**src/rtl/bcd2bin_pkg.sv**
```systemverilog
// Shared widths, state encoding and digit-validity helper for the BCD-to-binary converter.
package bcd2bin_pkg;

  localparam int DIGITS = 4;
  localparam int BCD_W  = 4 * DIGITS;
  localparam int BIN_W  = 14;
  localparam int ITER   = 14;
  localparam int CNT_W  = 4;

  typedef enum logic {
    IDLE = 1'b0,
    CONV = 1'b1
  } state_t;

  // True when any nibble holds a non-decimal code (A-F).
  function automatic logic bcd_invalid(input logic [BCD_W-1:0] d);
    logic bad;
    bad = 1'b0;
    for (int i = 0; i < DIGITS; i++) begin
      if (d[4*i +: 4] > 4'd9) bad = 1'b1;
    end
    return bad;
  endfunction

endpackage

```
**src/rtl/bcd_sub3_adj.sv**
```systemverilog
// Per-nibble correction for reverse double-dabble: a digit that is 8 or more
// after the right shift loses 3, so the digit stays decimal.
module bcd_sub3_adj (
  input  logic [3:0] din,
  output logic [3:0] dout
);

  assign dout = (din >= 4'd8) ? din - 4'd3 : din;

endmodule

```
**src/rtl/bcd2bin.sv**
```systemverilog
// Sequential 4-digit BCD to 14-bit binary converter, 14 clocks per conversion,
// start/done handshake; invalid digits are flagged one clock after acceptance.
module bcd2bin
  import bcd2bin_pkg::*;
(
  input  logic             clk,
  input  logic             rst,
  input  logic             start,
  input  logic [3:0]       bcd3,
  input  logic [3:0]       bcd2,
  input  logic [3:0]       bcd1,
  input  logic [3:0]       bcd0,
  output logic [BIN_W-1:0] bin,
  output logic             busy,
  output logic             done,
  output logic             err
);

  state_t             state;
  logic [BCD_W-1:0]   wb;
  logic [BIN_W-1:0]   wr;
  logic [CNT_W-1:0]   cnt;
  logic               err_pend;

  logic [BCD_W-1:0]       digits;
  logic [BCD_W+BIN_W-1:0] pair_sh;
  logic [BCD_W-1:0]       wb_sh;
  logic [BCD_W-1:0]       wb_adj;
  logic [BIN_W-1:0]       wr_sh;

  assign digits  = {bcd3, bcd2, bcd1, bcd0};
  assign pair_sh = {wb, wr} >> 1;
  assign wb_sh   = pair_sh[BCD_W+BIN_W-1:BIN_W];
  assign wr_sh   = pair_sh[BIN_W-1:0];

  for (genvar g = 0; g < DIGITS; g++) begin : g_adj
    bcd_sub3_adj u_adj (
      .din  (wb_sh[4*g +: 4]),
      .dout (wb_adj[4*g +: 4])
    );
  end

  always_ff @(posedge clk or posedge rst) begin
    if (rst) begin
      state    <= IDLE;
      wb       <= '0;
      wr       <= '0;
      cnt      <= '0;
      err_pend <= 1'b0;
      bin      <= '0;
      busy     <= 1'b0;
      done     <= 1'b0;
      err      <= 1'b0;
    end else begin
      done <= 1'b0;

      // Rejected request from the previous edge completes now.
      if (err_pend) begin
        err_pend <= 1'b0;
        done     <= 1'b1;
        err      <= 1'b1;
        bin      <= '0;
      end

      case (state)
        IDLE: begin
          if (start) begin
            wb  <= digits;
            wr  <= '0;
            cnt <= '0;
            if (bcd_invalid(digits)) begin
              err_pend <= 1'b1;
            end else begin
              state <= CONV;
              busy  <= 1'b1;
            end
          end
        end
        CONV: begin
          wb  <= wb_adj;
          wr  <= wr_sh;
          cnt <= cnt + CNT_W'(1);
          if (cnt == CNT_W'(ITER - 1)) begin
            bin   <= wr_sh;
            done  <= 1'b1;
            err   <= 1'b0;
            busy  <= 1'b0;
            state <= IDLE;
          end
        end
        default: state <= IDLE;
      endcase
    end
  end

endmodule

```
**config.mk**
```make
export PLATFORM = sky130hd
export DESIGN_NAME = bcd2bin
export DESIGN_NICKNAME = d
export VERILOG_FILES = /design/src/rtl/bcd2bin_pkg.sv /design/src/rtl/bcd_sub3_adj.sv /design/src/rtl/bcd2bin.sv
export SDC_FILE = /design/constraint.sdc
export NUM_CORES = 1
export LEC_CHECK = 0
export ABC_AREA = 1
export BUFFER_PORTS_ARGS = -buffer_cell sky130_fd_sc_hd__buf_2
export CAP_MARGIN = 10
export CORE_ASPECT_RATIO = 1.2
export CORE_UTILIZATION = 50
export DETAILED_ROUTE_END_ITERATION = 7
export GPL_ROUTABILITY_DRIVEN = 0
export GPL_TIMING_DRIVEN = 0
export PLACE_DENSITY = 0.71
export SLEW_MARGIN = 20
export SYNTH_ARGS = -nofsm -noshare
export SYNTH_HDL_FRONTEND = slang
export SYNTH_SLANG_ARGS = --single-unit
export TNS_END_PERCENT = 50
```
**constraint.sdc**
```tcl
create_clock -name clk -period 2 [get_ports clk]
set_input_delay 0.3 -clock clk [delete_from_list [all_inputs] [get_ports clk]]
set_output_delay 0.3 -clock clk [all_outputs]
set_load 0.005 [all_outputs]
```
==> flow_summary.toml <==
[global_route]
gr-total-overflow = 0
grt_use_total = 0.210
first_global_vias = 1896
antenna_found_initial = 0
grt_start_max_net_pins = 34
grt_pass1_wl_um = 8670

[cells_and_area]
multi_input_area_mm2 = 0.00109
drive_gt1_frac = 0.362
nets = 338
fin_util = 0.605
fin_cells = 372
layout.cells.most_common_list = "dfrtp_1, nand2_1, buf_2"
seq_area_mm2 = 0.00130
syn_to_final_growth_pct = 13.9
diodes = 0
fillers = 434
fin_area_mm2 = 0.00303
final_common_cell = "dfrtp_1"

[sta]
slew_headroom = 0.703
fin_ws_ns = 0.625
hold_viol_final = 0
max_freq_mhz = 727
hold_ws_ns = 0.203
period_share = 0.688
setup_viol = 0
tightest_slew_ns = 0.445
tns_ns = 0
fin_skew_ns = 0.00768
fin_crit_ns = 1.38
rsz0062_at_grt = "false"
finalMaxSlewViolations = 0

[drt]
routed_wl_um = 4960
ant_nets = 0
wl_per_cell_um = 13.3
drt-initial-drc-count = 98
firstDrtPassIters = 4
remaining_drc_errors = 0
vias = 1898
via_per_inst = 5.10

[setup_path]
slowest_delay_ns = 0.42
critPathBufInv = 3
worstSetupEndpointType = "flop"
critPathTopFamily = "flip-flops"
crit_required_ns = 2.21
arrival_ns = 1.58
crit_fanout = 10
critPathSlowestCell = "dfrtp_1"
crit_chain = "inv_1, ha_1, nand3_1, nor2_4, inv_2, buf_6, nand3_2, o21ai_2"
worstSetupPathType = "reg -> reg"
startpoint_type = "flop"

[clock_tree]
path_clk_slew_ns = 0.09
post_cts_buffers = 0
htreeDepth = 2
post_cts_resized = 0
cts_num_sinks = 52
clk_path_buf_depth = 2
cts_tree = "done"
cts-root-buf = "clkbuf_8"
clk-insertion-delay-late_ns = 0.31
cts_buffers = 5

[synth]
ys.warnings.count = 0
ys_seq_area_frac = 0.489
ys_ff_latch = 52
syn_area_per_cell_um2 = 9.97
netlist_area_mm2 = 0.00266
syn_nets = 294
syn_inst = 267
ys_types = 24

[power]
p_leak_nw = 1.51
ir_drop_mv = 0.622
power_density_mw_per_mm2 = 1290
total_power_mw = 3.92

[job]
drv_cap = 0

[placed_design]
dpl.cell_count = 363
placed_area_mm2 = 0.00293
io_buffers = 35
place_hpwl_um = 3640
dpl_worst_slack_ns = 0.608

[floorplanning]
io_pins = 36
die_w_um = 68.6
start_util = 0.531
die_area_mm2 = 0.00562
core-area_mm2 = 0.00501
rows = 28
die-height_um = 81.9

[min_path]
hold_class = "in -> reg"

[run_status]
status = "completed"
[cell usage after synthesis]
library cell / number / area, um^2
dfrtp_1: 52 / 1300
nand2_1: 40 / 150
inv_1: 37 / 139
nor2_1: 24 / 90.1
nand3_2: 15 / 150
o21ai_2: 14 / 123
nand3_1: 13 / 65.1
o22ai_2: 12 / 150
ha_1: 8 / 100
buf_6: 7 / 78.8
inv_2: 6 / 22.5
o21ai_0: 6 / 30.0
o21ai_1: 6 / 30.0
o22ai_1: 5 / 31.3
o211ai_2: 4 / 50.1
a21oi_1: 3 / 15.0
a22oi_1: 3 / 22.5
buf_2: 3 / 15.0
inv_4: 3 / 18.8
o221ai_2: 2 / 30.0
nand2_4: 1 / 11.3
nand4_1: 1 / 6.26
nor2_4: 1 / 11.3
nor2_8: 1 / 20.0
[state kept, by name, summed over array words and instances, names as in the netlist]
name and flops:
state 1, wr 13, err 1, wb 16, busy 1, cnt 4
done 1, bin 14, err_pend 1
[power by group]
group | switching (mW) | total [mW] | internal (mW)
clock | 0.344 | 0.594 | 0.249
combinational | 1.05 | 1.72 | 0.667
sequential | 0.204 | 1.61 | 1.40
[worst reg2reg max path: cells and delay by family (launching register included)]
family          cells  cell delay [ns]
compound gates      1             0.05
fa+ha+maj           1             0.14
buf+inv             3             0.32
flops               1             0.42
simple gates        3             0.35
[cell families after synthesis]
logic type                 share of synthesized area
and+or+nand+nor                                0.189
DFF                                            0.489
AOI/OAI and AO/OA                              0.181
buffers and inverters                          0.103
adders and majority gates                     0.0376
[repair_timing]
| action | CTS | global route |
|---|---|---|
| hold buffers | 1 | 0 |
| hold endpoints to repair | 19 | 0 |
| setup endpoints to repair | 0 | 0 |
[final cells by class]
type | count | area share
timing repair buffer | 37 | 0.0677
multi-input combinational | 159 | 0.358
tap | 60 | 0.0248
inverter | 46 | 0.0595
clock inverter | 2 | 0.00537
clock buffer | 6 | 0.0239
buffer | 10 | 0.0310
sequential | 52 | 0.429
[path summary, 6_finish.rpt]
| check | slack [ns] | start | end | cells past startpoint |
|---|---|---|---|---|
| hold / removal | 0.20 | bcd3[0] | wb[12]$_DFFE_PP0P_ | 3 |
| max in group asynchronous | 0.95 | rst | wb[5]$_DFFE_PP0P_ | 4 |
| setup / recovery | 0.62 | cnt[1]$_DFFE_PP0P_ | bin[7]$_DFF_PP0_ | 8 |
| min in group asynchronous | 0.53 | rst | wr[10]$_DFFE_PP0P_ | 3 |
| setup reg to reg | 0.62 | cnt[1]$_DFFE_PP0P_ | bin[7]$_DFF_PP0_ | 8 |
| hold reg to reg | 0.51 | cnt[2]$_DFFE_PP0P_ | cnt[2]$_DFFE_PP0P_ | 1 |
[layer usage]
layer  global-route usage  vias up  wire [um]  part of all wire
met2                0.355       35       2460              0.49
met4               0.0833        0        127             0.026
met5                    0        -          0                 0
met3               0.0417       10        142             0.029
met1                0.259      894       2240              0.45
li1                     -      959          -                 -
No activity file was read; power rests on OpenSTA's default activity.
